**config.mk**
```make
export PLATFORM = sky130hd
export DESIGN_NAME = control_fsm
export DESIGN_NICKNAME = d
export VERILOG_FILES = /design/src/rtl/ctrl_pkg.sv /design/src/rtl/ctrl_decode.sv /design/src/rtl/control_fsm.sv
export SDC_FILE = /design/constraint.sdc
export NUM_CORES = 1
export LEC_CHECK = 0
export CAP_MARGIN = 20
export CORE_UTILIZATION = 44
export DETAILED_ROUTE_END_ITERATION = 8
export PLACE_DENSITY = 0.75
export SYNTH_ARGS = -nofsm -noshare
export SYNTH_HDL_FRONTEND = slang
export SYNTH_SLANG_ARGS = --single-unit
```
**constraint.sdc**
```tcl
create_clock -name clk -period 2.6 [get_ports clk]
set_input_delay 0.65 -clock clk [delete_from_list [all_inputs] [get_ports clk]]
set_output_delay 0.65 -clock clk [all_outputs]
set_load 0.05 [all_outputs]
```
**src/rtl/ctrl_pkg.sv**
```systemverilog
// Shared types and constants for the multi-cycle control unit.
package ctrl_pkg;

    // Sequencer states
    typedef enum logic [2:0] {
        FETCH  = 3'd0,
        DECODE = 3'd1,
        EXEC   = 3'd2,
        MEM    = 3'd3,
        WB     = 3'd4,
        HALT   = 3'd5
    } state_t;

    // Instruction classes produced by the decoder
    typedef enum logic [2:0] {
        CL_RTYPE   = 3'd0,
        CL_ADDI    = 3'd1,
        CL_LW      = 3'd2,
        CL_SW      = 3'd3,
        CL_BEQ     = 3'd4,
        CL_JMP     = 3'd5,
        CL_HALT    = 3'd6,
        CL_ILLEGAL = 3'd7
    } iclass_t;

    // Opcode constants (R-type is the whole 00xxx group)
    localparam logic [4:0] OP_ADDI = 5'b01000;
    localparam logic [4:0] OP_LW   = 5'b01001;
    localparam logic [4:0] OP_SW   = 5'b01010;
    localparam logic [4:0] OP_BEQ  = 5'b01011;
    localparam logic [4:0] OP_JMP  = 5'b01100;
    localparam logic [4:0] OP_HALT = 5'b11111;

    // ALU function codes
    localparam logic [2:0] ALU_ADD = 3'b000;
    localparam logic [2:0] ALU_SUB = 3'b001;
    localparam logic [2:0] ALU_AND = 3'b010;
    localparam logic [2:0] ALU_OR  = 3'b011;
    localparam logic [2:0] ALU_XOR = 3'b100;
    localparam logic [2:0] ALU_SLT = 3'b101;
    localparam logic [2:0] ALU_SHL = 3'b110;
    localparam logic [2:0] ALU_SHR = 3'b111;

    // Register write-destination select codes
    localparam logic [2:0] RD_NONE = 3'b000;
    localparam logic [2:0] RD_RD   = 3'b001;
    localparam logic [2:0] RD_RB   = 3'b010;

    // Classes whose ALU B operand is the sign-extended immediate
    function automatic logic uses_imm(input iclass_t cls);
        return (cls == CL_ADDI) || (cls == CL_LW) || (cls == CL_SW);
    endfunction

endpackage

```
**src/rtl/ctrl_decode.sv**
```systemverilog
// Combinational opcode decoder: opcode -> instruction class and ALU function.
import ctrl_pkg::*;

module ctrl_decode #(
    parameter int OPW = 5
) (
    input  logic [OPW-1:0] op,
    output iclass_t        cls,
    output logic [2:0]     alufn
);

    // Classify the opcode and pick the ALU operation it needs
    always_comb begin
        cls   = CL_ILLEGAL;
        alufn = ALU_ADD;
        if (op[OPW-1:3] == '0) begin
            cls   = CL_RTYPE;
            alufn = op[2:0];
        end else if (op == OPW'(OP_ADDI)) begin
            cls   = CL_ADDI;
            alufn = ALU_ADD;
        end else if (op == OPW'(OP_LW)) begin
            cls   = CL_LW;
            alufn = ALU_ADD;
        end else if (op == OPW'(OP_SW)) begin
            cls   = CL_SW;
            alufn = ALU_ADD;
        end else if (op == OPW'(OP_BEQ)) begin
            cls   = CL_BEQ;
            alufn = ALU_SUB;
        end else if (op == OPW'(OP_JMP)) begin
            cls   = CL_JMP;
            alufn = ALU_ADD;
        end else if (op == OPW'(OP_HALT)) begin
            cls   = CL_HALT;
            alufn = ALU_ADD;
        end
    end

endmodule

```
**src/rtl/control_fsm.sv**
```systemverilog
// Multi-cycle control unit: sequences FETCH/DECODE/EXEC/MEM/WB and drives
// every datapath strobe, plus halt, illegal-opcode flag and retire counter.
import ctrl_pkg::*;

module control_fsm #(
    parameter int OPW     = 5,
    parameter int MEM_LAT = 1,
    parameter int CNTW    = 16
) (
    input  logic            clk,
    input  logic            rst,
    input  logic [OPW-1:0]  OpFn,
    input  logic            alubeq,
    output logic            NIA,
    output logic            Branch,
    output logic            Jump,
    output logic [2:0]      RegDst,
    output logic            RegWrite,
    output logic            ALUSrc,
    output logic [2:0]      ALUFn,
    output logic            MemRead,
    output logic            MemWrite,
    output logic            MemToReg,
    output logic            halted,
    output logic            illegal_op,
    output logic [CNTW-1:0] instr_count
);

    localparam int          MCW      = 4;
    localparam logic [MCW-1:0] MEM_LOAD = MCW'(MEM_LAT - 1);

    state_t          r_state;
    state_t          w_state_next;
    logic [OPW-1:0]  r_op_q;
    logic [OPW-1:0]  w_op_next;
    logic [MCW-1:0]  r_mem_cnt;
    logic [MCW-1:0]  w_mem_cnt_next;
    logic [CNTW-1:0] r_instr_count;
    logic [CNTW-1:0] w_instr_count_next;

    logic [OPW-1:0]  w_dec_op;
    iclass_t         w_cls;
    logic [2:0]      w_alufn;

    // The decoder looks at the live opcode only while in DECODE; every later
    // state works from the captured copy so OpFn may change freely.
    assign w_dec_op = (r_state == DECODE) ? OpFn : r_op_q;

    ctrl_decode #(
        .OPW (OPW)
    ) u_decode (
        .op    (w_dec_op),
        .cls   (w_cls),
        .alufn (w_alufn)
    );

    // State, captured opcode, MEM latency counter and retire counter
    always_ff @(posedge clk) begin
        if (rst) begin
            r_state       <= FETCH;
            r_op_q        <= '0;
            r_mem_cnt     <= '0;
            r_instr_count <= '0;
        end else begin
            r_state       <= w_state_next;
            r_op_q        <= w_op_next;
            r_mem_cnt     <= w_mem_cnt_next;
            r_instr_count <= w_instr_count_next;
        end
    end

    // Next-state and strobe generation; all outputs default low each cycle
    always_comb begin
        w_state_next   = r_state;
        w_op_next      = r_op_q;
        w_mem_cnt_next = r_mem_cnt;
        NIA            = 1'b0;
        Branch         = 1'b0;
        Jump           = 1'b0;
        RegDst         = RD_NONE;
        RegWrite       = 1'b0;
        ALUSrc         = 1'b0;
        ALUFn          = ALU_ADD;
        MemRead        = 1'b0;
        MemWrite       = 1'b0;
        MemToReg       = 1'b0;
        halted         = 1'b0;
        illegal_op     = 1'b0;

        case (r_state)
            FETCH: begin
                w_state_next = DECODE;
            end

            DECODE: begin
                w_op_next = OpFn;
                case (w_cls)
                    CL_ILLEGAL: begin
                        // Retire as a NOP so the program keeps moving
                        illegal_op   = 1'b1;
                        NIA          = 1'b1;
                        w_state_next = FETCH;
                    end
                    CL_HALT: w_state_next = HALT;
                    default: w_state_next = EXEC;
                endcase
            end

            EXEC: begin
                ALUFn  = w_alufn;
                ALUSrc = uses_imm(w_cls);
                case (w_cls)
                    CL_BEQ: begin
                        Branch       = alubeq;
                        NIA          = 1'b1;
                        w_state_next = FETCH;
                    end
                    CL_JMP: begin
                        ALUFn        = ALU_ADD;
                        Jump         = 1'b1;
                        NIA          = 1'b1;
                        w_state_next = FETCH;
                    end
                    CL_LW, CL_SW: begin
                        w_mem_cnt_next = MEM_LOAD;
                        w_state_next   = MEM;
                    end
                    default: w_state_next = WB;
                endcase
            end

            MEM: begin
                // Address stays on the ALU for the whole memory access
                ALUFn    = w_alufn;
                ALUSrc   = uses_imm(w_cls);
                MemRead  = (w_cls == CL_LW);
                MemWrite = (w_cls == CL_SW);
                if (r_mem_cnt == '0) begin
                    if (w_cls == CL_SW) begin
                        NIA          = 1'b1;
                        w_state_next = FETCH;
                    end else begin
                        w_state_next = WB;
                    end
                end else begin
                    w_mem_cnt_next = r_mem_cnt - 1'b1;
                end
            end

            WB: begin
                // ALU controls stay put so the written result is stable
                ALUFn    = w_alufn;
                ALUSrc   = uses_imm(w_cls);
                RegWrite = 1'b1;
                NIA      = 1'b1;
                case (w_cls)
                    CL_RTYPE: RegDst = RD_RD;
                    CL_ADDI:  RegDst = RD_RB;
                    CL_LW: begin
                        RegDst   = RD_RB;
                        MemToReg = 1'b1;
                        MemRead  = 1'b1;
                    end
                    default:  RegDst = RD_NONE;
                endcase
                w_state_next = FETCH;
            end

            HALT: begin
                halted = 1'b1;
            end

            default: begin
                w_state_next = FETCH;
            end
        endcase
    end

    // Every PC advance retires one instruction; wraps silently
    always_comb begin
        w_instr_count_next = r_instr_count + CNTW'(NIA);
    end

    assign instr_count = r_instr_count;

endmodule

```
# Yosys cells after proc, flatten, opt, wreduce, memory -nomap -nowiden
# Cells that the tools add are included.
# Widths: inputs -> output; s select.
# word_totals
word_cells,84
out_inout_bits,32
input_bits,8
regBits,28
# op_classes
eq_ne,21
muxes,42
n_reduce_logical,14
bitwise_logic,1
add_sub_neg,2
# ops
operator,n
$mux 3,13
$eq 5x4->1 const B,5
$eq 3x3->1 const B,6
$pmux 3 s2,3
$mux 1,17
$add 16x1->16,1
$pmux 3 s5,1
$eq 3x2->1 const B,4
$mux 4,2
$pmux 4 s2,1
$reduce_or 2->1,4
$eq 3x1->1 const B,2
$logic_not 3->1,2
$ne 2x2->1 const B,3
$eq 5x5->1 const B,1
$mux 5,1
$logic_not 4->1,1
$pmux 1 s4,1
$pmux 2 s2,1
$sub 4x1->4 const B,1
$reduce_and 3->1,1
$reduce_or 3->1,1
$logic_not 2->1,1
$logic_or 1x1->1,2
other kinds (5),5

# Logic depth before layout (Yosys ltp)
# Gate-level depths: netlist (run 1).
# logic_depth
word_depth,15
mapped_depth,11
depth_no_buf,9

# Modules after synthesis
# Synthesis (run 1) repeated with hierarchy kept, for this count alone.
# hier_totals
cells_unflattened,196
hier_area_um2,1676.6
# by_module_without_submodules
mod,area_each_um2,seq_area_each_um2,cells_each,n_inst
control_fsm,1586.5,560.5,181,1
ctrl_decode,90.1,0.0,15,1

# Worst setup path after synthesis (run 1)
# OpenSTA, ideal clock, no wires.
# synth_path
kind,input port to flip-flop
start,input OpFn[0]
end,"register r_instr_count[13], in the netlist instr_count[13]"
path_buffers,1
setup_time_ns,0.071
arrival_ns,3.373
setup_slack_ns,-0.844
required_time_ns,2.529
stages,10
path_cell_list,o211ai_1 nand2b_1 a21oi_1 a211o_1 ha_1 and2_1 clkbuf_1 nand3_1 or3_1 a21oi_1
# synth_between
elab_chain_cells,14
elab_cells_between_ends,25
cone_classes,add/sub: 1; eq/ne: 10; mux: 13; reduce/logical: 1
# synth_rtl
element,line_no,source
"start, declared",control_fsm.sv:12,"input logic [OPW-1:0] OpFn,"
$mux 5 *,n/a,
$eq 5x5->1,ctrl_decode.sv:34,end else if (op == OPW'(OP_HALT)) begin
$mux 1,ctrl_decode.sv:34,
$mux 3,ctrl_decode.sv:31,end else if (op == OPW'(OP_JMP)) begin
$mux 3,ctrl_decode.sv:28,end else if (op == OPW'(OP_BEQ)) begin
$mux 3,ctrl_decode.sv:25,end else if (op == OPW'(OP_SW)) begin
$mux 3,ctrl_decode.sv:22,end else if (op == OPW'(OP_LW)) begin
$mux 3 *,ctrl_decode.sv:19,end else if (op == OPW'(OP_ADDI)) begin
$mux 3 *,ctrl_decode.sv:16,if (op[OPW-1:3] == '0) begin
$eq 3x2->1 or $eq 3x3->1 (tied branches),"control_fsm.sv:139, control_fsm.sv:112",
$mux 1 or $reduce_or 2->1 (tied branches),n/a,
"$mux 1, on equally long branches","control_fsm.sv:138, control_fsm.sv:112",
$pmux 1 s4 *,control_fsm.sv:90,case (r_state)
via NIA,control_fsm.sv:14,"output logic NIA,"
$add 16x1->16 *,control_fsm.sv:181,w_instr_count_next = r_instr_count + CNTW'(NIA);
"end signal, assigned",control_fsm.sv:68,r_instr_count <= w_instr_count_next;
"end, declared",control_fsm.sv:38,logic [CNTW-1:0] r_instr_count;
# Mark *: on every way through the listed nets, which the timed path passes. The rest lies on a longest branch.
# A chain may end at the register's enable or synchronous reset.

# Final worst setup path (run 1)
# layout_path
start,register r_state[1]
end,output NIA
# layout_between
elab_chain_cells,14
elab_cells_between_ends,29
cone_classes,eq/ne: 14; mux: 13; reduce/logical: 2
# layout_rtl
element,line_no,source
"start, declared",control_fsm.sv:32,state_t r_state;
"start signal, assigned",control_fsm.sv:65,r_state <= w_state_next;
$eq 3x1->1,"control_fsm.sv:47, control_fsm.sv:90",
$mux 5,n/a,
$eq 5x5->1,ctrl_decode.sv:34,
$mux 1,ctrl_decode.sv:34,
$mux 3,ctrl_decode.sv:31,
$mux 3,ctrl_decode.sv:28,
$mux 3,ctrl_decode.sv:25,
$mux 3,ctrl_decode.sv:22,
$mux 3,ctrl_decode.sv:19,
$mux 3,ctrl_decode.sv:16,
$eq 3x2->1 or $eq 3x3->1 (tied branches),"control_fsm.sv:139, control_fsm.sv:112",
$mux 1 or $reduce_or 2->1 (tied branches),n/a,
"$mux 1, on equally long branches","control_fsm.sv:138, control_fsm.sv:112",
$pmux 1 s4 *,control_fsm.sv:90,
"end, declared",control_fsm.sv:14,
# Every way passes the cells marked *; elsewhere a longest branch is shown, timed or not.

==> summary.md, run 1 <==
| Metric | Value |
|---|---|
| Status | finished with violations |
| Violated checks | negative setup slack |
| Skew final | about 0.0031 ns |
| Bufs and invs on worst path | 1 |
| RSZ-0062 raised after global routing | true |
| Max-slew violation count | 0 |
| Final Setup Violations | 1 |
| Worst skew pair latency | 0.27 ns |
| Crit-path cells | or3b_4 -> mux2_4 -> and3_4 -> a211o_4 -> buf_8 |
| CP top delay family | simple AND/OR/NAND/NOR gates |
| Starting Density | between 40 and 50% |
| WHS Endpoint | instr_count[15] |
| Overflow after GRT | 0 |
| DR vias/cell | 5.36 |
| DP HPWL | between 3 and 4 mm |
| Cell Rows | 21 |
| All-layer global routing usage | 22.3% |
| FMAX | between 0.3 and 0.4 GHz |
| Maximum number of pins on one net before global-route repair | 27 |
| VDD IR max | 0.414 mV |
| Worst Path Max Fanout | 4 |
| Port bufs | 38 |
| TritonRoute pass-1 iters | 5 |
| Hold Startpoint | instr_count[15] |
| Remaining DRCs | 0 |
| Synthesis-to-layout area growth | 55.8% |
| CP Capture Type | output pin |
| Num CTS Buffers | 3 |
| Number of global-route vias before repair | 1,539 |
| Fraction of layout cells with a size suffix above 1 | 31.5% |
| Post-synthesis cell type count | 48 |
| Crit path setup slack, layout | -0.0552 ns |
| R2R depth | 10 |
| Compound-Gate Fraction of Synth Area | 12.7% |
| List of most frequent post-synthesis cells | dfxtp_1 (28), nor2_1 (19), nand2_1 (14) |
| Tightest Pin Transition | about 0.48 ns |
| H-Tree Depth | 1 |
| Longest Clk Path Bufs | 2 |
| R2r endpoint | instr_count[10] |
| Critical path type | flip-flop to output pin |
| Mapped Nets | 210 |
| Post-DRT Antenna Nets | 0 |
| Core Area | roughly 3400 µm² |
| Synth Flop Type | dfxtp_1 |
| Worst-path clk slew | about 0.090 ns |
| Warnings, synthesis | 0 |
| Post-synthesis xor/xnor area fraction | 6.95% |
| Leak Pwr | roughly 1 nW |
| Total Die Area | between 3000 and 4000 µm² |
| Vias | between 1,500 and 2,000 |
| Multiplexer share of the synthesized area | ~4.7% |
| Post-Synthesis Cell Area | ~1600 µm² |
| Tmin final | 2.66 ns |
| Antenna cell count | 0 |
| Fill cells | approximately 250 |
| Arrival time worst endpoint | roughly 2 ns |
| Synth area leaders | dfxtp_1 (34%), xor2_1 (6.4%), nor2_1 (4.4%), ha_1 (3.8%), nand2_1 (3.2%) |
| Synth Area in Simple Gates | between 30% and 40% |
| First-pass GRT wire length | 7.04 mm |
| Maxcap violations | 0 |
| Syn avg cell area | around 8.3 µm² |
| Initial antenna violation count | 0 |
| Die height | 63.0 µm |
| Flops & latches, synth | 28 |
| Io pins | 40 |
| Initial DRC count | 83 |
| Asr flop ratio synth | 0% |
| Critical Path RT | around 2.0 ns |
| Reg2Reg Setup Slack | roughly 0.090 ns |
| Post-DR wirelength/cell | around 14 µm |
| Slowest cell on crit path | or3b_4 |
| Drt total wl | about 4.1 mm |
| Worst path max stage delay | between 0.4 and 0.5 ns |
| Final Hold Viols | 0 |
| Fin cells | 300 |
| Cells after Synth | just under 200 |
| CTS tree | done |
| EDFF count, synth | 0 |
| RD Place Congestion | between 0.8 and 0.9 |
| Slew Limit Headroom | between 60% and 70% |
| Worst Setup Start Kind | flip-flop |
| Clock Sinks | 28 |
| Dpl cells | 292 |
| Largest family of logic cells by synthesized area | simple AND/OR/NAND/NOR gates |
| Area share of the largest cell type after synthesis | between 30 and 40% |
| Critical R2R Launch | r_state[1] |
| Final total power | slightly below 1 mW |
| Final period utilization | 102% |
| Synth area leader | dfxtp_1 |
| Hold Path Cell Cnt | 2 |
| Die span in x | 63.0 µm |
| Cell Pwr Density | 377 nW/µm² |
| Most frequent cell after synthesis | dfxtp_1 |
| Post-Synth Adder-Cell Area | around 3.8% |
| Register area share after synthesis | roughly 34% |
| Worst Hold Class | flip-flop to flip-flop |
| Clock tree root driver cell | clkbuf_8 |
| Final nets | roughly 270 |
power breakdown:
| part | internal [mW] | switching [mW] |
|---|---|---|
| Clock | 0.104 | 0.124 |
| Combinational | 0.132 | 0.141 |
| Sequential | 0.441 | 0.0183 |
| Total | 0.677 | 0.284 |
through the flow:
stage	TNS [ns]	util [%]	area, µm²	worst slack [ns]	hold WS, ns
after CTS	-0.271	72.5	2500	-0.0782	0.510
after global placement	-5.36	68.5	2360	-0.357	0.473
after detailed placement	-6.65	68.5	2360	-0.464	0.494
final	-0.0552	74.1	2550	-0.0552	0.509
after floorplan	-0.667	-	1710	-0.0843	0.478
after global routing	-0.187	74.1	2550	-0.0862	0.532
cell usage in the layout, fill, tap and decap left out, types with 4 or more instances in the layout:
cell	Yosys	layout
inv_1	4	4
dlygate4sd2_1	0	5
clkdlybuf4s50_1	0	18
a21oi_1	9	7
o21ai_0	7	7
buf_12	0	11
dfxtp_1	28	25
nand3_1	6	4
nor2b_1	8	8
nand4_1	8	8
or3_1	7	7
and3_1	4	4
buf_4	1	27
nand2_1	14	13
nor2_1	19	17
xor2_1	12	12
worst reg2reg max path: cells and delay by family (launching register included):
kind                     cells  cell delay [ns]
AO/OA/AOI/OAI                1             0.33
multiplexers                 1             0.33
flip-flops                   1             0.35
AND/OR/NAND/NOR              4             0.74
buffers and inverters        1             0.15
XOR/XNOR                     1             0.16
adder cells (fa/ha/maj)      2             0.36
flip-flops by register name, indices dropped and copies added (netlist names):
name,count
r_mem_cnt,4
r_state,3
instr_count,16
r_op_q,5
layout make-up:
type | instances | area [µm²] | share of cell area, %
multi-input cells | 154 | 1180 | 46.3
repair buffers | 65 | 689 | 27.0
flip-flops and latches | 28 | 567 | 22.2
well taps | 46 | 57.6 | 2.26
clock buffers | 3 | 41.3 | 1.62
inverters | 4 | 15.0 | 0.589
worst max path at each step:
stage,start,to,slack [ns],cells past startpoint
finish,r_state[1],NIA,-0.06,5
global route,r_state[2],NIA,-0.09,5
CTS,r_state[1],Jump,-0.08,5
detailed placement,OpFn[3],instr_count[13],-0.46,10
global placement,OpFn[3],instr_count[13],-0.36,10
floorplan,r_state[2],ALUSrc,-0.08,5
kinds of logic (layout without fill, tap and decap cells):
logic type / Yosys count / count (layout)
adders and majority gates: 5 / 5
and+or+nand+nor: 96 / 96
DFF: 28 / 28
muxes: 7 / 7
AOI/OAI and AO/OA: 32 / 32
buffers and inverters: 15 / 72
other: 1 / 1
xor gates and xnor gates: 13 / 13
repair_timing:
action	CTS	global route
resized for setup	20	17
pin swaps	8	6
hold endpoints to repair	0	0
cloned	0	0
setup endpoints to repair	23	20
hold buffers	0	0
setup buffers	6	0
per-layer routing:
layer / track usage, % / wire length (µm) / vias up
met5: 0 / 0 / -
met3: 3.83 / 183 / 2
met2: 36.3 / 2000 / 40
li1: - / - / 814
met1: 30.1 / 1930 / 752
met4: 6.40 / 29 / 0
Note: power is estimated with default switching activity, not from simulation.
==> inputs of run 2 (changes only) <==
Settings changed: REMOVE_ABC_BUFFERS from default to 1.
==> run 2 against run 1 <==
Net effect:
- the flow still finishes with violations (negative setup slack)
- critical endpoint unchanged
- utilization up 2.6 points
- sequential share of layout area down 0.85 points
- first-iteration DRC count up 39%
- via count up 7.5%
- largest power group unchanged
==> summary.md, run 2 (synthesis gave the netlist of run 1 again) <==
| Metric | Value |
|---|---|
| Status | finished with violations |
| Violated checks | negative setup slack |
| Post-DRT Antenna Nets | 0 |
| Overflow after GRT | 0 |
| CTS Hold Bufs | 0 |
| CP Capture Type | output pin |
| Crit path setup slack, layout | -0.138 ns |
| Tmin final | around 2.7 ns |
| Maximum number of pins on one net before global-route repair | 16 |
| Tightest Pin Transition | between 0.4 and 0.5 ns |
| Slew Limit Headroom | 66.7% |
| Worst Path Max Fanout | 2 |
| Bufs and invs on worst path | 2 |
| Num CTS Buffers | 3 |
| Final TNS setup | -0.351 ns |
| Worst Hold Class | flip-flop to flip-flop |
| Final Hold Viols | 0 |
| Drt total wl | ~5.1 mm |
| Internal power | 692 µW |
| CP top delay family | simple AND/OR/NAND/NOR gates |
| Crit-path cells | or3b_4 -> mux2_4 -> and3_4 -> a211o_1 -> buf_6 -> buf_12 |
| Post-DR wirelength/cell | between 15 and 20 µm |
| Clock share of power | 23.6% |
| H-Tree Depth | 1 |
| Final instance area | approximately 2600 µm² |
| DR vias/cell | about 5.5 |
| Worst-path clk slew | ~0.090 ns |
| Post-placement cell area | ~2400 µm² |
| CTS tree | done |
| Worst skew pair latency | 0.27 ns |
| Max-slew violation count | 0 |
| Total Die Area | 3970 µm² |
| TritonRoute pass-1 iters | 4 |
| Leak Pwr | about 1.1 nW |
| All-layer global routing usage | between 20% and 30% |
| Most frequent cells in the layout | buf_4 (39), dfxtp_1 (25), nor2_1 (18), clkdlybuf4s50_1 (18), nand2_1 (13) |
| Critical Path RT | just under 2 ns |
| Final period utilization | 105% |
| Clock Sinks | 28 |
| DP HPWL | 3.35 mm |
| Vias | 1,728 |
| Sequential share of power | a little under half |
| Initial DRC count | about 120 |
| Switch share | approximately 30% |
| Final Setup Violations | 6 |
| Core Area | 3440 µm² |
| Longest Clk Path Bufs | 2 |
| Starting Density | 47.6% |
| Number of global-route vias before repair | 1,618 |
| Initial antenna violation count | 0 |
| Synthesis-to-layout area growth | 61.3% |
| Arrival time worst endpoint | between 2 and 2.5 ns |
| Remaining DRCs | 0 |
| Skew final | ~0.0027 ns |
| Slowest cell on crit path | or3b_4 |
| FMAX | 0.365 GHz |
| Most common cell after layout, fill and taps aside | buf_4 |
| Io pins | 40 |
| Max reg flops | 16 |
| Die height | about 63 µm |
| Cell Rows | 21 |
| RSZ-0062 raised after global routing | true |
| First-pass GRT wire length | roughly 8 mm |
| Die span in x | 63.0 µm |
| Worst Setup Start Kind | flip-flop |
| Final nets | 283 |
| Switching power | between 200 and 300 µW |
| Comb pwr share | about 30% |
| Clock tree root driver cell | clkbuf_8 |
| Critical path type | flip-flop to output pin |
| Fraction of layout cells with a size suffix above 1 | 33.6% |
| Port bufs | 38 |
| Maxcap violations | 0 |
| VDD IR max | ~0.24 mV |
| Antenna cell count | 0 |
| RD Place Congestion | roughly 0.85 |
| Cell Pwr Density | around 370 nW/µm² |
| Worst path max stage delay | 0.42 ns |
[run 2: changes by cell type in the layout (fill, tap and decap cells not counted), moves of 2 or more]
cell             delta
buf_6               +3
dlygate4sd2_1       -2
buf_4              +12
nor3_4              -2
clkdlybuf4s15_2     +2
nor3_1              +2
[run 2: worst register-to-register path, stage by stage, from the launching register on]
cell and delay, ns:
dfxtp_2 0.33, or3b_4 0.42, mux2_4 0.32, and3_4 0.16, a211o_1 0.30, buf_4 0.16
ha_4 0.16, and2_4 0.18, nand3_1 0.11, buf_4 0.13, xor2_2 0.13, nor2_1 0.04
[run 2: timing repair]
| action | in CTS | in global routing |
|---|---|---|
| endpoints found under the setup margin | 25 | 16 |
| pin swaps | 5 | 6 |
| gates resized for setup | 24 | 21 |
| buffers inserted | 10 | 2 |
[run 2: cell type report]
class / count / area, µm²
Timing Repair Buffer: 79 / 818
Multi-Input combinational cell: 154 / 1140
Fill cell: 237 / 801
Tap cell: 46 / 57.6
Clock buffer: 3 / 41.3
Inverter: 4 / 15.0
Sequential cell: 28 / 564
[run 2: final timing paths]
path              cells after the start              end       startpoint  slack (ns)
setup / recovery                      6              NIA       r_state[1]       -0.14
hold / removal                        2  instr_count[15]  instr_count[15]        0.50
setup reg to reg                     11   instr_count[7]       r_state[1]        0.05
hold reg to reg                       2  instr_count[15]  instr_count[15]        0.50
[run 2: power by group through the flow]
| stage | clock, mW | combinational [mW] | sequential (mW) |
|---|---|---|---|
| floorplan | 0 | 0.104 | 0.476 |
| global placement | 0 | 0.222 | 0.467 |
| global route | 0.260 | 0.308 | 0.465 |
| CTS | 0.237 | 0.253 | 0.459 |
| finish | 0.233 | 0.293 | 0.462 |
| detailed placement | 0 | 0.225 | 0.468 |
[run 2: through the flow]
step	hold slack (ns)	utilization [%]	total power, mW	std cells	setup WS, ns
2_1_floorplan	0.474	-	0.580	186	-0.773
3_3_place_gp	0.477	68.3	0.689	299	-0.403
3_5_place_dp	0.488	68.3	0.693	299	-0.541
4_1_cts	0.500	73.2	0.949	312	-0.0884
5_1_grt	0.545	76.7	1.03	314	-0.165
6_report	0.500	76.7	0.989	314	-0.138
[run 2: routing by layer]
metal / track usage, % / share of wire [%] / wire [µm]
met4: 8.72 / 2.0 / 100
met2: 42.1 / 51 / 2600
met5: 0 / 0 / 0
met3: 4.20 / 3.5 / 179
met1: 33.3 / 43 / 2200
==> inputs of run 3 (changes only) <==
--- a/config.mk
+++ b/config.mk
@@ -7,7 +7,9 @@
 export LEC_CHECK = 0
 export CAP_MARGIN = 20
-export CORE_UTILIZATION = 44
+export CORE_UTILIZATION = 46
+export CTS_BUF_LIST = sky130_fd_sc_hd__clkbuf_8
 export DETAILED_ROUTE_END_ITERATION = 8
-export PLACE_DENSITY = 0.75
+export HOLD_SLACK_MARGIN = 0.03
+export PLACE_DENSITY = 0.78
 export REMOVE_ABC_BUFFERS = 1
 export SYNTH_ARGS = -nofsm -noshare
==> constraint.sdc (replaced) <==
create_clock -name clk -period 2.6 [get_ports clk]
set_input_delay 0.65 -clock clk [delete_from_list [all_inputs] [get_ports clk]]
set_output_delay 0.65 -clock clk [all_outputs]
set_load 0.01 [all_outputs]
==> run 3 against run 2 <==
Net effect:
- the run now ends clean
- die area down 4.2%
- worst hold slack worse by 0.014 ns
- flip-flop and latch count unchanged
- critical path depth did not move
- utilization fell by 8.1 points
- global-route usage decreased by 2.9 points
- largest cell class unchanged
- fmax grew 5.8%
- sequential power about the same
- cell count down 3.8%
- clock power is essentially flat
- wire length fell by 22%
- sequential share of layout area is 3.0 points higher
==> summary.md, run 3 (synthesis gave the netlist of run 1 again) <==
| Metric | Value |
|---|---|
| Worst path max stage delay | 0.28 ns |
| Die height | between 60 and 70 µm |
| Critical Path Stages | 6 |
| Met2 WL | roughly 1.8 mm |
| Worst skew pair latency | roughly 0.27 ns |
| Starting Density | between 40% and 50% |
| First-pass GRT wire length | 6.47 mm |
| Clock Sinks | 28 |
| Antenna cell count | 0 |
| Slowest cell on crit path | mux2_4 |
| Top Metal Used | met4 |
| Bufs and invs on worst path | 2 |
| Hold Path Cell Cnt | 2 |
| CTS tree | done |
| Synthesis-to-layout area growth | 40.9% |
| Port bufs | 38 |
| Critical path type | input pin to output pin |
| VDD IR max | 0.403 mV |
| Status | completed |
| Post-DRT Antenna Nets | 0 |
| Register area | roughly 560 µm² |
| Hold Startpoint | instr_count[15] |
| Final period utilization | approximately 100% |
| Initial antenna violation count | 0 |
| Critical Path RT | roughly 2.0 ns |
| Wl on met1 | roughly 2.0 mm |
| Maximum number of pins on one net before global-route repair | 20 |
| Maxcap violations | 0 |
| Drt total wl | just under 4 mm |
| Final Hold Viols | 0 |
| Core Area | 3360 µm² |
| RSZ-0062 raised after global routing | true |
| Fraction of layout cells with a size suffix above 1 | about 23% |
| H-Tree Depth | 1 |
| Worst Path Max Fanout | 3 |
| CP Capture Type | output pin |
| WHS Endpoint | instr_count[15] |
| Crit-path cells | dlygate4sd2_1 -> nor3b_4 -> mux2_4 -> and3_4 -> a211o_1 -> buf_2 |
| Sequential share of power | approximately 51% |
| Num CTS Buffers | 3 |
| Worst Setup Start Kind | input pin |
| Clock tree root driver cell | clkbuf_8 |
| Leak Pwr | about 0.95 nW |
| Arrival time worst endpoint | a little under 2 ns |
| Fill cells | 298 |
| Io pins | 40 |
| RD Place Congestion | ~0.9 |
| Post-placement cell area | 2230 µm² |
| Final nets | ~270 |
| Met3 routed WL | between 100 and 150 µm |
| Core Util, Final | about two thirds |
| Minimum hold slack | 0.487 ns |
| CP top delay family | buffers and inverters |
| Number of global-route vias before repair | about 1,400 |
| Initial DRC count | 101 |
| Remaining DRCs | 0 |
| Most frequent cells in the layout | dfxtp_1 (27), buf_4 (27), clkdlybuf4s50_1 (21) |
| Die span in x | 61.7 µm |
| Cell Pwr Density | ~390 nW/µm² |
| Worst Hold Class | flip-flop to flip-flop |
| Overflow after GRT | 0 |
| Total Die Area | between 3000 and 4000 µm² |
| FMAX | just under 0.4 GHz |
| Longest Clk Path Bufs | 2 |
| Final instance area | ~2300 µm² |
| Vias | 1,599 |
| All-layer global routing usage | a little under a quarter |
| Switching power | 238 µW |
| R2r endpoint | instr_count[8] |
| Max reg flops | 16 |
| R2R depth | 10 |
| DP HPWL | slightly below 3 mm |
| Worst-path clk slew | around 0.090 ns |
| Tmin final | about 2.6 ns |
| Comb pwr share | 22.9% |
| Post-DR wirelength/cell | around 13 µm |
| Skew final | 0.00428 ns |
| Area of the multi-input gates | between 1000 and 1500 µm² |
| TritonRoute pass-1 iters | 6 |
| Reg2Reg Setup Slack | around 0.12 ns |
| Switch share | around a quarter |
| DR vias/cell | around 5.3 |
| Final Setup Violations | 0 |
| Critical R2R Launch | r_state[1] |
| Max-slew violation count | 0 |
| Clock share of power | 25.8% |
| Cell Rows | 21 |
| Internal power | between 600 and 700 µW |
[run 3: cell type report]
| class | instances | share of cell area (%) |
|---|---|---|
| Inverter | 4 | 0.651 |
| Multi-Input combinational cell | 154 | 46.2 |
| Tap cell | 46 | 2.49 |
| Sequential cell | 28 | 24.3 |
| Timing Repair Buffer | 67 | 24.5 |
| Clock buffer | 3 | 1.79 |
[run 3: power groups by stage]
stage | logic [mW] | registers (mW) | clock network [mW]
after detailed placement | 0.189 | 0.467 | 0
final | 0.205 | 0.459 | 0.231
after floorplan | 0.0831 | 0.467 | 0
after global routing | 0.224 | 0.461 | 0.256
after CTS | 0.199 | 0.458 | 0.233
after global placement | 0.187 | 0.467 | 0
[run 3: how the worst max path moves through the flow]
stage / from / endpoint / slack, ns
after CTS: r_state[1] / NIA / 0.02
final: OpFn[3] / NIA / 0.01
after global routing: r_state[1] / MemToReg / -0.04
after global placement: OpFn[2] / NIA / -0.51
after detailed placement: OpFn[2] / NIA / -0.52
after floorplan: r_state[0] / instr_count[7] / 0.06
[run 3: repair_timing]
item | in CTS | in global routing
pin swaps | 3 | 4
setup buffers | 1 | 0
endpoints found under the setup margin | 25 | 18
gates cloned | 0 | 0
hold buffers | 0 | 0
resized for setup | 42 | 14
[run 3: through the flow]
stage / instances / TNS, ns / power, mW / worst slack, ns
final: 302 / 0 / 0.896 / 0.0114
after global routing: 302 / -0.109 / 0.941 / -0.0419
after CTS: 302 / 0 / 0.890 / 0.0167
after detailed placement: 298 / -9.82 / 0.655 / -0.521
after global placement: 298 / -9.61 / 0.654 / -0.514
after floorplan: 186 / 0 / 0.550 / 0.0560
[run 3: worst min-delay path: cells and delay by family (launching register included)]
kind / cells / cell delay, ns
flops: 1 / 0.32
compound gates: 2 / 0.13
[run 3: layer usage]
layer  track usage, %  vias to the layer above
met2             35.2                       33
met4             3.17                        0
met5                0                        -
met3             3.15                        2
met1             33.8                      742
li1                 -                      822
==> RTL change 1, RTL diff (config.mk and constraints of run 1) <==
Make the reset (`rst`) asynchronous in one clocked block.
--- a/src/rtl/control_fsm.sv
+++ b/src/rtl/control_fsm.sv
@@ -57,3 +57,3 @@
     // State, captured opcode, MEM latency counter and retire counter
-    always_ff @(posedge clk) begin
+    always_ff @(posedge clk or posedge rst) begin
         if (rst) begin
Formal check against the unedited RTL: differs if rst is asserted again (counterexample within 4 cycles, from zero or initial values and one cycle with rst high); with rst held inactive, the same outputs for 10 cycles.
==> RTL change 1 against run 1 <==
- the run still ends with negative setup slack left
- sequential cell count did not move
- non-clock buffer count rose by 19
- worst setup slack got worse by 0.11 ns
- first-iteration DRC count shrank 23%
- hold slack worse by 0.035 ns
- routed wire length up 19%
- area after synthesis grew 0.84%
- cell area increased by 10%
- largest cell class unchanged
Power is not compared: it rests on default switching activity, and its combinational part moved more than twofold at a synthesized area within 25%.
==> RTL change 1: results (changes against run 1) <==
[timing]
worstMarginPinSlew_ns = 0.5300  ; was 0.4763 ns
setup_viol_count_final = 8  ; was 1
drv_slew = 0  ; unchanged
timing.final.ws_setup_ns = -0.1651  ; was -0.05523 ns
tns_ns = -0.5685  ; was -0.05523 ns
skew_ns = 0.001960  ; was 0.003108 ns

[route]
vias = 1651  ; was 1608
dr.first_iter.drc_count = 64  ; was 83
firstDrtPassIters = 4  ; was 5
wl_um = 4929  ; was 4142 um
viasPerCell = 5.503  ; was 5.360

[synthesis]
netlist_top_cells_area = dfrtp_1 42%, xnor2_1 5.3%, xor2_1 3.7%  ; was dfxtp_1 34%, xor2_1 6.4%, nor2_1 4.4%
synth_seq_area_share_pct = 42.42  ; was 34.22%
ys_types = 43  ; was 48
synth.cells.most_frequent = 28 x dfrtp_1, 14 x nand2_1, 14 x nor2_1  ; was 28 x dfxtp_1, 19 x nor2_1, 14 x nand2_1
synth_ff_type = dfrtp_1  ; was dfxtp_1
syn_nets = 186  ; was 210
syn_inst = 174  ; was 197
ys.warnings.count = 0  ; unchanged
ys_async_sr_fraction_pct = 100.0  ; was 0%

[worst_setup_path]
crit_arrival_ns = 2.12  ; was 2.01 ns
max_stage_delay_ns = 0.42  ; about the same
crit_slowest_cell = dfrtp_1  ; was or3b_4
critPathTopFamily = simple AND/OR/NAND/NOR gates  ; unchanged
reg2regPathDepth = 19  ; was 10
path_max_fanout = 2  ; was 4

[placed_design]
dpl.hpwl_um = 3040  ; was 3223 um
gp_congestion = 0.8997  ; was 0.8260
numPlacedInstances = 271  ; was 292
io_buffers = 38  ; unchanged

[cts]
clockBufferDepth = 2  ; unchanged
ctsRootBufferMaster = clkbuf_8  ; unchanged
clk-insertion-delay-late_ns = 0.28
numCtsBuffers = 3  ; unchanged
cts.reportedPaths.clkPinSlew_ns = 0.10
htreeDepth = 1  ; unchanged

[layout]
final_nets = 267  ; was 269
largest_register_ffs = 16  ; unchanged
drive_gt1_share_pct = 44.49  ; was 31.50%
insertedDiodeCount = 0  ; unchanged
nFillCells = 220  ; was 249

[global_route]
antenna_found_initial = 0  ; unchanged
grt_max_degree = 29  ; was 27
grt_pass1_vias = 1614  ; was 1539
grt_usage_pct = 24.68  ; was 22.34%
grt_pass1_wl_um = 7728  ; was 7044 um

[min_path]
hold_class = flop to flop  ; unchanged
hold_depth = 1  ; was 2

[run_status]
status = finished with violations  ; unchanged
failed_checks = negative setup slack  ; unchanged

[power_and_ir_drop]
p_leak_nw = 1.214
vdd_drop_max_mv = 0.7142

==> RTL change 1: stage by stage <==
step                setup WS [ns]  hold slack [ns]  util (%)  instance area (um^2)
floorplan                 -0.2539           0.4922         -                  1713
global placement          -0.2334           0.4549     68.43                  2374
detailed placement        -0.3496           0.4625     68.43                  2374
CTS                       -0.1250           0.4794     77.85                  2700
global route              -0.2190           0.5010     80.88                  2805
finish                    -0.1651           0.4731     80.88                  2805
==> RTL change 1: worst reg2reg max path: cells and delay by family (launching register included) <==
kind | cells | cell delay [ns]
adder cells (fa/ha/maj) | 1 | 0.15
AO/OA/AOI/OAI | 2 | 0.24
flip-flops | 1 | 0.39
buffers and inverters | 15 | 1.75
AND/OR/NAND/NOR | 1 | 0.14
==> RTL change 1: logic make-up after synthesis <==
logic type | count (synthesis) | synth area share [%]
flip-flops | 28 | 42.42
AO/OA/AOI/OAI | 25 | 10.23
multiplexers | 4 | 2.651
AND/OR/NAND/NOR | 79 | 27.05
other | 1 | 0.2271
buffers and inverters | 16 | 5.379
XOR/XNOR | 17 | 9.015
adder cells (fa/ha/maj) | 4 | 3.030
==> RTL change 1: layout make-up <==
| type | count | area share [%] |
|---|---|---|
| multi-input cells | 130 | 38.45 |
| repair buffers | 84 | 30.78 |
| clock inverters | 1 | 1.070 |
| well taps | 46 | 2.052 |
| inverters | 8 | 1.070 |
| clock buffers | 3 | 1.472 |
| flip-flops and latches | 28 | 25.11 |
==> RTL change 1: worst paths after layout <==
kind,slack [ns],endpoint,from
worst max-delay path,-0.17,NIA,r_mem_cnt[1]
worst min-delay path,0.47,instr_count[15],instr_count[15]
worst max register to register,-0.13,r_mem_cnt[2],r_mem_cnt[0]
worst min register to register,0.47,instr_count[15],instr_count[15]
max in group asynchronous,1.56,r_state[1],rst
min in group asynchronous,0.74,instr_count[1],rst
==> RTL change 1: layer usage <==
metal	wire length [um]	global-route usage [%]
met4	85	6.818
met3	159	2.899
met1	2149	31.76
met2	2534	43.41
met5	0	0
==> RTL change 1: power breakdown <==
| part | total [W] | leakage (nW) | switching [W] | internal [W] |
|---|---|---|---|---|
| Sequential | 0.000761 | 0.358 | 0.000187 | 0.000574 |
| Combinational | 0.00194 | 0.820 | 0.000981 | 0.000954 |
| Clock | 0.000353 | 0.0357 | 0.000147 | 0.000206 |
| Total | 0.00305 | 1.21 | 0.00131 | 0.00174 |
==> RTL change 1: repair_timing <==
action | 4_1_cts | 5_1_grt
cloned | 0 | 0
buffers inserted | 21 | 5
pin swaps | 10 | 13
hold endpoints to repair | 0 | 0
endpoints found under the setup margin | 14 | 20
gates resized for setup | 34 | 19
==> RTL change 2, RTL diff (settings of run 1) <==
Made on the original files. `OPW` is set to 5 in 2 places; all go to 6.
--- a/src/rtl/ctrl_decode.sv
+++ b/src/rtl/ctrl_decode.sv
@@ -4,3 +4,3 @@
 module ctrl_decode #(
-    parameter int OPW = 5
+    parameter int OPW = 6
 ) (
--- a/src/rtl/control_fsm.sv
+++ b/src/rtl/control_fsm.sv
@@ -5,3 +5,3 @@
 module control_fsm #(
-    parameter int OPW     = 5,
+    parameter int OPW     = 6,
     parameter int MEM_LAT = 1,
Interface: changed (resized OpFn); port bits go from 40 to 41. The function was not compared with the original's and may differ.
==> RTL change 2 against run 1 <==
- the run still ends with negative setup slack left
- sequential cell count up 1
- area after synthesis up 12%
- via count rose by 45%
- count of clock-buffer cells in the layout is 2 higher
- cell area rose by 34%
- worst setup slack worse by 0.38 ns
- critical path depth rose by 8
- routed wire length is 86% higher
- critical endpoint is now instr_count[14]
Power is not compared: it rests on default switching activity, and its combinational part moved more than twofold at a synthesized area within 25%.
==> RTL change 2: results (changes against run 1) <==
[synthesis]
ys_types = 52  ; was 48
avgSynthCellArea_um2 = 7.885  ; was 8.314 um^2
synth_ff_type = dfxtp_1  ; unchanged
ys_async_sr_fraction_pct = 0  ; unchanged
synth_seq_area_share_pct = 31.74  ; was 34.22%
ys.warnings.count = 0  ; unchanged
netlist_top_cells_area = dfxtp_1 32%, nand2_1 4.7%, nor2_1 4.5%  ; was dfxtp_1 34%, xor2_1 6.4%, nor2_1 4.4%
synth_edf_count = 0  ; unchanged
synth.cells.most_frequent = 29 x dfxtp_1, 23 x nand2_1, 22 x nor2_1  ; was 28 x dfxtp_1, 19 x nor2_1, 14 x nand2_1
syn_nets = 245  ; was 210

[run_status]
failed_checks = negative setup slack  ; unchanged
status = finished with violations  ; unchanged

[placed_design]
dp_slack_ns = -0.7434  ; was -0.4644 ns
io_buffers = 39  ; was 38
place_area_um2 = 2910  ; was 2357 um^2
gp_congestion = 0.9385  ; was 0.8260
dpl.hpwl_um = 4029  ; was 3223 um
numPlacedInstances = 359  ; was 292

[global_route]
antenna_found_initial = 0  ; unchanged
grt_pass1_wl_um = 10340  ; was 7044 um
grt_max_degree = 15  ; was 27
grt_pass1_vias = 2209  ; was 1539
grt_usage_pct = 31.29  ; was 22.34%

[route]
drt_drc_violations_left = 0  ; unchanged
vias = 2325  ; was 1608
wl_um = 7716  ; was 4142 um
dr.first_iter.drc_count = 194  ; was 83
firstDrtPassIters = 5  ; unchanged

[timing]
skew_ns = 0.005966  ; was 0.003108 ns
tns_ns = -5.963  ; was -0.05523 ns
worstMarginPinSlew_ns = 0.5269  ; was 0.4763 ns
timing.final.ws_setup_ns = -0.4307  ; was -0.05523 ns
setup_viol_count_final = 29  ; was 1

[power_and_ir_drop]
vdd_drop_max_mv = 0.4476
p_leak_nw = 1.331
p_switching_w = 0.0007816
power_frac_clock_pct = 21.6
pg_clk_w = 0.000447
comb_power_share_pct = 53.3

[cts]
htreeDepth = 2  ; was 1
clockBufferDepth = 2  ; unchanged
clk-insertion-delay-late_ns = 0.28
cts.reportedPaths.clkPinSlew_ns = 0.06  ; was 0.09 ns
ctsRootBufferMaster = clkbuf_8  ; unchanged
numCtsBuffers = 5  ; was 3

[min_path]
hold_class = flop to flop  ; unchanged

[layout]
final_nets = 345  ; was 269
insertedDiodeCount = 0  ; unchanged
largest_register_ffs = 16  ; unchanged
fin_cells = 382  ; was 300
drive_gt1_share_pct = 46.39  ; was 31.50%

[worst_setup_path]
crit_arrival_ns = 3.23  ; was 2.01 ns
path_max_fanout = 5  ; was 4

[RTL change 2: routing by layer]
metal  track usage [%]  routed length [um]  vias up
met3             7.192                 682       50
met5                 0                   0        -
met2             53.19                3652      154
li1                  -                   -     1033
met1             37.17                3000     1088
met4             14.10                 380        0
[RTL change 2: cell families after synthesis]
logic type	synth area share, %
muxes	4.924
buffers and inverters	5.335
DFF	31.74
and+or+nand+nor	31.67
adders and majority gates	2.736
other	0.2050
xor gates and xnor gates	7.182
AOI/OAI and AO/OA	16.21
[RTL change 2: area by class of cell]
type / count / area [um^2]
clock buffers: 5 / 68.82
clock inverters: 2 / 35.03
fillers: 190 / 571.8
inverters: 7 / 26.28
multi-input cells: 181 / 1536
flip-flops and latches: 29 / 584.3
well taps: 50 / 62.56
repair buffers: 108 / 1115
[RTL change 2: repair_timing]
item,CTS,global route
buffers inserted,15,3
endpoints found under the setup margin,27,28
pin swaps,21,9
gates resized for setup,58,22
gates cloned,0,0
[RTL change 2: worst paths after layout]
| check | startpoint | endpoint | slack (ns) | depth (start not counted) |
|---|---|---|---|---|
| hold / removal | r_mem_cnt[0] | r_mem_cnt[0] | 0.48 | 2 |
| setup / recovery | OpFn[1] | instr_count[14] | -0.43 | 13 |
| hold reg to reg | r_mem_cnt[0] | r_mem_cnt[0] | 0.48 | 2 |
| setup reg to reg | r_state[2] | instr_count[14] | -0.38 | 14 |
[RTL change 2: worst max-delay path, stage by stage]
cell and delay [ns]:
dlygate4sd2_1 0.31, nor3b_1 0.37, o211ai_1 0.13, a21o_1 0.20, o31ai_2 0.21, a211o_4 0.15, buf_6 0.10, ha_4 0.13
ha_4 0.13, and2_4 0.15, nand4_1 0.12, or3_1 0.41, a21oi_1 0.16
